===== config.mk =====
export PLATFORM = sky130hd
export DESIGN_NAME = vga_sync_gen_flat
export DESIGN_NICKNAME = d
export VERILOG_FILES = /design/src/rtl/vga_sync_gen_if.sv /design/src/rtl/vga_sync_gen.sv /design/src/flat_wrapper.sv
export SDC_FILE = /design/constraint.sdc
export NUM_CORES = 1
export LEC_CHECK = 0
export ABC_AREA = 1
export BUFFER_PORTS_ARGS = -buffer_cell sky130_fd_sc_hd__clkbuf_2
export CORE_AREA = 4 4 75 77
export CTS_BUF_LIST = sky130_fd_sc_hd__clkbuf_8
export DETAILED_ROUTE_END_ITERATION = 10
export DIE_AREA = 0 0 79 81
export MAX_ROUTING_LAYER = met4
export PLACE_DENSITY = 0.8
export SETUP_SLACK_MARGIN = 0.2
export SYNTH_ARGS = -nofsm -noshare
export SYNTH_HDL_FRONTEND = slang
export SYNTH_SLANG_ARGS = --single-unit

===== constraint.sdc =====
create_clock -name clk25 -period 1.2 [get_ports clk25]
set_clock_uncertainty 0.1 [all_clocks]
set_input_delay 0.18 -clock clk25 [delete_from_list [all_inputs] [get_ports clk25]]
set_output_delay 0.18 -clock clk25 [all_outputs]
set_load 0.02 [all_outputs]

===== src/rtl/vga_sync_gen_if.sv =====
// vga_sync_gen_if -- bundle between the XY counter / framebuffer side and
// the VGA sync generator.
//
// Signals:
//   cuentaX     [9:0]   horizontal count from the XY counter
//   cuentaY     [9:0]   vertical count from the XY counter
//   rgb_in      [23:0]  framebuffer data, valid 1 clock after pix_addr
//   pix_addr    [18:0]  framebuffer read address, y*H_VIS+x
//   hsync, vsync        active-low sync pulses
//   video_on            high during visible pixels
//   rgb_out     [23:0]  pixel to DAC, zero outside the visible area
//   frame_start         one-clock pulse for pixel (0,0)
//   frame_cnt   [7:0]   frame counter, present only with VGA_FRAME_CNT_EN
//
// Modports:
//   slave  -- the sync generator (consumes counts/pixel data)
//   master -- the counter/framebuffer/DAC side

interface vga_sync_gen_if;
  logic [9:0]  cuentaX;
  logic [9:0]  cuentaY;
  logic [23:0] rgb_in;
  logic [18:0] pix_addr;
  logic        hsync;
  logic        vsync;
  logic        video_on;
  logic [23:0] rgb_out;
  logic        frame_start;
`ifdef VGA_FRAME_CNT_EN
  logic [7:0]  frame_cnt;
`endif

  modport slave (
    input  cuentaX, cuentaY, rgb_in,
    output pix_addr, hsync, vsync, video_on, rgb_out, frame_start
`ifdef VGA_FRAME_CNT_EN
    , output frame_cnt
`endif
  );

  modport master (
    output cuentaX, cuentaY, rgb_in,
    input  pix_addr, hsync, vsync, video_on, rgb_out, frame_start
`ifdef VGA_FRAME_CNT_EN
    , input frame_cnt
`endif
  );
endinterface


===== src/rtl/vga_sync_gen.sv =====
// vga_sync_gen -- two-stage VGA timing decode.
//
// Stage 1 decodes the XY counts into active/hsync/vsync/frame-start flags
// and computes the framebuffer read address. Stage 2 aligns the syncs with
// the pixel data returned by the framebuffer one clock after the address,
// so every output lags the counts by exactly 2 clocks.
//
// Ports:
//   clk25  in   pixel clock, all state on its rising edge
//   rst_n  in   asynchronous active-low reset
//   bus    vga_sync_gen_if.slave (counts, pixel data, sync/video outputs)
//
// Build option:
//   VGA_FRAME_CNT_EN -- adds bus.frame_cnt, an 8-bit wrapping count of
//   frame_start pulses. Without it the counter does not exist.

module vga_sync_gen #(
  parameter int H_VIS = 640,
  parameter int H_FP  = 16,
  parameter int H_SW  = 96,
  parameter int V_VIS = 480,
  parameter int V_FP  = 10,
  parameter int V_SW  = 2
) (
  input  logic           clk25,
  input  logic           rst_n,
  vga_sync_gen_if.slave  bus
);

  // Comparisons are done at 32 bits unsigned so out-of-range counts (up to
  // 1023) never wrap into a sync or active window.
  localparam logic [31:0] H_VIS_U   = 32'(H_VIS);
  localparam logic [31:0] H_SS_U    = 32'(H_VIS + H_FP);
  localparam logic [31:0] H_SE_U    = 32'(H_VIS + H_FP + H_SW);
  localparam logic [31:0] V_VIS_U   = 32'(V_VIS);
  localparam logic [31:0] V_SS_U    = 32'(V_VIS + V_FP);
  localparam logic [31:0] V_SE_U    = 32'(V_VIS + V_FP + V_SW);
  localparam logic [18:0] H_VIS_19  = 19'(H_VIS);

  logic [31:0] x_ext;
  logic [31:0] y_ext;
  logic        act_nxt;
  logic        hs_nxt;
  logic        vs_nxt;
  logic        fs_nxt;
  logic [18:0] addr_nxt;

  assign x_ext = {22'd0, bus.cuentaX};
  assign y_ext = {22'd0, bus.cuentaY};

  always_comb begin
    act_nxt  = (x_ext < H_VIS_U) && (y_ext < V_VIS_U);
    hs_nxt   = !((x_ext >= H_SS_U) && (x_ext < H_SE_U));
    vs_nxt   = !((y_ext >= V_SS_U) && (y_ext < V_SE_U));
    fs_nxt   = (bus.cuentaX == 10'd0) && (bus.cuentaY == 10'd0);
    addr_nxt = 19'd0;
    // Only computed for visible pixels, where y*H_VIS+x fits in 19 bits.
    if (act_nxt) begin
      addr_nxt = 19'(bus.cuentaY) * H_VIS_19 + 19'(bus.cuentaX);
    end
  end

  // Stage 1
  logic act_s1;
  logic hs_s1;
  logic vs_s1;
  logic fs_s1;

  always_ff @(posedge clk25 or negedge rst_n) begin
    if (!rst_n) begin
      act_s1       <= 1'b0;
      hs_s1        <= 1'b1;
      vs_s1        <= 1'b1;
      fs_s1        <= 1'b0;
      bus.pix_addr <= 19'd0;
    end else begin
      act_s1       <= act_nxt;
      hs_s1        <= hs_nxt;
      vs_s1        <= vs_nxt;
      fs_s1        <= fs_nxt;
      bus.pix_addr <= addr_nxt;
    end
  end

  // Stage 2: rgb_in arriving now belongs to the address issued by stage 1.
  always_ff @(posedge clk25 or negedge rst_n) begin
    if (!rst_n) begin
      bus.hsync       <= 1'b1;
      bus.vsync       <= 1'b1;
      bus.video_on    <= 1'b0;
      bus.rgb_out     <= 24'h0;
      bus.frame_start <= 1'b0;
    end else begin
      bus.hsync       <= hs_s1;
      bus.vsync       <= vs_s1;
      bus.video_on    <= act_s1;
      bus.rgb_out     <= act_s1 ? bus.rgb_in : 24'h0;
      bus.frame_start <= fs_s1;
    end
  end

`ifdef VGA_FRAME_CNT_EN
  // Advances on the same edge frame_start rises, so the count already
  // includes the frame being announced.
  always_ff @(posedge clk25 or negedge rst_n) begin
    if (!rst_n) begin
      bus.frame_cnt <= 8'd0;
    end else if (fs_s1) begin
      bus.frame_cnt <= bus.frame_cnt + 8'd1;
    end
  end
`endif

endmodule

===== src/flat_wrapper.sv =====
// flat-port wrapper written by rule: the top's interface ports become plain ports
module vga_sync_gen_flat 
#(
  parameter int H_VIS = 640,
  parameter int H_FP  = 16,
  parameter int H_SW  = 96,
  parameter int V_VIS = 480,
  parameter int V_FP  = 10,
  parameter int V_SW  = 2
)
  (clk25, rst_n, bus_cuentaX, bus_cuentaY, bus_rgb_in, bus_pix_addr, bus_hsync, bus_vsync, bus_video_on, bus_rgb_out, bus_frame_start);
  vga_sync_gen_if bus_i ();
  input  logic clk25;
  input  logic rst_n;
  input wire logic [$bits(bus_i.cuentaX)-1:0] bus_cuentaX;
  input wire logic [$bits(bus_i.cuentaY)-1:0] bus_cuentaY;
  input wire logic [$bits(bus_i.rgb_in)-1:0] bus_rgb_in;
  output wire logic [$bits(bus_i.pix_addr)-1:0] bus_pix_addr;
  output wire logic [$bits(bus_i.hsync)-1:0] bus_hsync;
  output wire logic [$bits(bus_i.vsync)-1:0] bus_vsync;
  output wire logic [$bits(bus_i.video_on)-1:0] bus_video_on;
  output wire logic [$bits(bus_i.rgb_out)-1:0] bus_rgb_out;
  output wire logic [$bits(bus_i.frame_start)-1:0] bus_frame_start;
  assign bus_i.cuentaX = bus_cuentaX;
  assign bus_i.cuentaY = bus_cuentaY;
  assign bus_i.rgb_in = bus_rgb_in;
  assign bus_pix_addr = bus_i.pix_addr;
  assign bus_hsync = bus_i.hsync;
  assign bus_vsync = bus_i.vsync;
  assign bus_video_on = bus_i.video_on;
  assign bus_rgb_out = bus_i.rgb_out;
  assign bus_frame_start = bus_i.frame_start;
  vga_sync_gen #(.H_VIS(H_VIS), .H_FP(H_FP), .H_SW(H_SW), .V_VIS(V_VIS), .V_FP(V_FP), .V_SW(V_SW)) u_core (.clk25(clk25), .rst_n(rst_n), .bus(bus_i));
endmodule

==> flow_summary.ini <==
[timing]
max-slew-margin-rel_pct = 73.5
fin_crit_ns = 2.23
fin_ws_ns = -1.03
drv_slew = 0
worst_pin_slew_ns = 0.397
timing.final.crit_share_pct = 186
final-setup-viol-count = 16
max_freq_mhz = 448
hold_viol = 0
rsz0062_at_grt = yes

[floorplanning]
start_util_pct = 48.4
die_height_um = 81
core_area_um2 = 5010
ios = 93
die-area_um2 = 6400
die_x_um = 79
placementRows = 26

[synth]
post_synth.cell_area_avg_um2 = 9.04
synth_compound_area_share_pct = 4.08
synth.distinct_cells = 24
yosysSeqAreaShare_pct = 52.9
synth_ff_type = dfrtp_1
synth_top_family_by_area = simple AND/OR/NAND/NOR gates
synth_edf_count = 0
synth_adder_area_share_pct = 11.5
async_flop_share_pct = 100
synth_xor_area_share_pct = 1.39
syn_nets = 335
ys_ff_latch = 51
synth_area_um2 = 2420
yosys_warnings = 0
synth-simple-area-share_pct = 21.8
muxShareOfSynthArea_pct = 0
syn_inst = 268

[critical_path]
cp.arrival_ns = 2.34
startpoint = bus_cuentaY[4]
cp_slowest_cell = ha_1
r2r_setup_slack_ns = 0.13
timing.rr.end = u_core.bus.rgb_out[1]
crit_type = primary input to register
r2r_start = u_core.act_s1
startpoint_type = primary input
crit_end = u_core.bus.pix_addr[18]
crit_top_cell = nand2_1
crit_required_ns = 1.31
reg2reg_depth = 3
cp_max_fo = 5
crit_path_max_incr_delay_ns = 0.35
worstPathCellList = clkbuf_2 -> buf_4 -> ha_1 -> ha_4 -> inv_1 -> nand2_1 -> nand3_1 -> nand2_1 -> nand2_1 -> nand2_1 -> a21oi_1 -> nand2_1 -> nand2_1 -> nor2_1
critPathCaptureType = register

[clock_tree]
root_buffer = clkbuf_8
cts_tree = done
numCtsBuffers = 5
clk_latency_ns = 0.32
cts_buffer_depth = 2
cts.sinks = 51
clkTransAtPathRegs_ns = 0.11
htreeDepth = 2

[route]
dr_wl_met3_mm = 1.67
drt-total-wl_mm = 13.8
remaining_drc_errors = 0
ant_nets = 0
routed_via_density = 6.05
drt-met1-wl_mm = 4.51
wl_per_cell_um = 26.7
drt-pass1-iter-count = 5
vias = 3124
top_layer_used = met4
dr.first_iter.drc_count = 338
wl_met2_mm = 6.24

[final_layout]
finalNonFillerCells = 516
fin_nets = 512
layout-drive-gt1-share_pct = 56.1
stdcell_area_um2 = 4780
syn_to_final_growth_pct = 97.1
antenna_cells = 0

[place]
dp_hpwl_mm = 4.68
port_buffers = 92
gp_congestion = 0.854
placed_cells = 468
post_dp_cell_area_um2 = 3360

[run_status]
violations = setup timing
status = finished, violations left

[global_route]
grt_pass1_vias = 2840
grt_first_pass_wirelength_mm = 14.8
track_usage_pct = 32.2
grt_overflow = 0
antenna_found_initial = 0
grt_max_degree = 52

[pwr]
pwr_density_cell_nw_per_um2 = 1070
p_leak_nw = 2.57
finalPower_mw = 5.13
vdd_ir_drop_max_v = 0.000936

[flow_run]
maxCapViolations = 0

[hold_path]
worstHoldPathType = primary input to register
[layout by cell type (no fill, tap or decap), types with 13 or more instances in the layout]
cell type      synthesis  layout
clkbuf_8               0      51
dfrtp_1               47      46
clkbuf_2               0      39
buf_4                  0      37
nand2_1               66      35
dlygate4sd3_1          0      29
inv_1                 48      27
inv_2                  1      22
nor2_1                23      18
nand2_4                0      18
nand2_2                3      16
nand3_1               17      13
[layout make-up]
cell class / count / area [um^2]
Tap cell: 70 / 87.6
Multi-Input combinational cell: 165 / 1390
Sequential cell: 51 / 1280
Timing Repair Buffer: 173 / 1720
Clock inverter: 3 / 41.3
Inverter: 49 / 186
Fill cell: 117 / 233
Clock buffer: 5 / 68.8
[Yosys cell counts (3+ instances only)]
| library cell | count | area, um^2 |
|---|---|---|
| nand2_1 | 66 | 248 |
| nor4_1 | 4 | 25.0 |
| nand2_2 | 3 | 18.8 |
| inv_1 | 48 | 180 |
| nor2_1 | 23 | 86.3 |
| a21oi_1 | 11 | 55.1 |
| dfstp_2 | 4 | 105 |
| o21ai_0 | 4 | 20.0 |
| nand3_1 | 17 | 85.1 |
| ha_1 | 19 | 238 |
| nor2_2 | 5 | 31.3 |
| dfrtp_1 | 47 | 1180 |
[critical path: cells and delay by family]
kind                       cells  cell delay [ns]
AOI/OAI and AO/OA              1             0.34
adders and majority gates      2             0.63
buffers and inverters          3             0.38
and+or+nand+nor                8             0.81
[repair_timing]
item	CTS	global route
endpoints found under the setup margin	84	84
pin swaps	19	28
endpoints found under the hold margin	75	0
gates resized for setup	135	97
gates cloned	0	1
hold buffers	29	0
setup buffers	2	8
[worst min-delay path by stage]
stage,start,end,slack [ns],cells after the start
2_1_floorplan,rst_n,u_core.act_s1,-0.22,0
3_3_place_gp,rst_n,u_core.bus.rgb_out[20],0.09,2
3_5_place_dp,rst_n,u_core.bus.rgb_out[15],0.09,2
4_1_cts,bus_cuentaX[6],u_core.hs_s1,0.02,3
5_1_grt,bus_cuentaX[6],u_core.hs_s1,0.06,3
6_report,bus_cuentaX[6],u_core.hs_s1,0.05,3
[registers in the layout (all words and copies together) (netlist names)]
signal and count:
u_core.act_s1 1, u_core.bus.rgb_out 24, u_core.bus.vsync 1, u_core.hs_s1 1, u_core.bus.frame_start 1, u_core.bus.video_on 1, u_core.vs_s1 1, u_core.bus.hsync 1
u_core.fs_s1 1, u_core.bus.pix_addr 19
[through the flow]
stage	hold WS (ns)	setup TNS, ns	util [%]	worst slack (ns)
floorplan	-0.216	-5.25	-	-0.866
detailed placement	0.0893	-9.65	67.1	-1.12
global placement	0.0905	-9.01	67.1	-1.03
global route	0.0621	-6.71	95.4	-1.12
CTS	0.0181	-4.68	88.0	-0.690
finish	0.0547	-6.38	95.4	-1.03
[power breakdown]
| group | internal, mW | switching (mW) | leakage (nW) | total, mW |
|---|---|---|---|---|
| clock | 0.616 | 0.656 | 0.0556 | 1.27 |
| combinational | 0.912 | 1.06 | 1.85 | 1.97 |
| sequential | 1.82 | 0.0711 | 0.672 | 1.89 |
| total | 3.34 | 1.79 | 2.57 | 5.13 |
[per-layer routing]
metal | up-vias | global-route usage (%)
met5 | - | -
met4 | 0 | 14.4
met3 | 148 | 7.32
met2 | 338 | 58.7
met1 | 1451 | 33.0
li1 | 1187 | -
[kinds of logic (layout without fill, tap and decap cells)]
kind of cell	count (synthesis)	count (layout)
AOI/OAI and AO/OA	18	18
and+or+nand+nor	123	123
buffers and inverters	52	230
xor gates and xnor gates	3	3
adders and majority gates	21	21
DFF	51	51
Power figures use the tool's default switching activity.
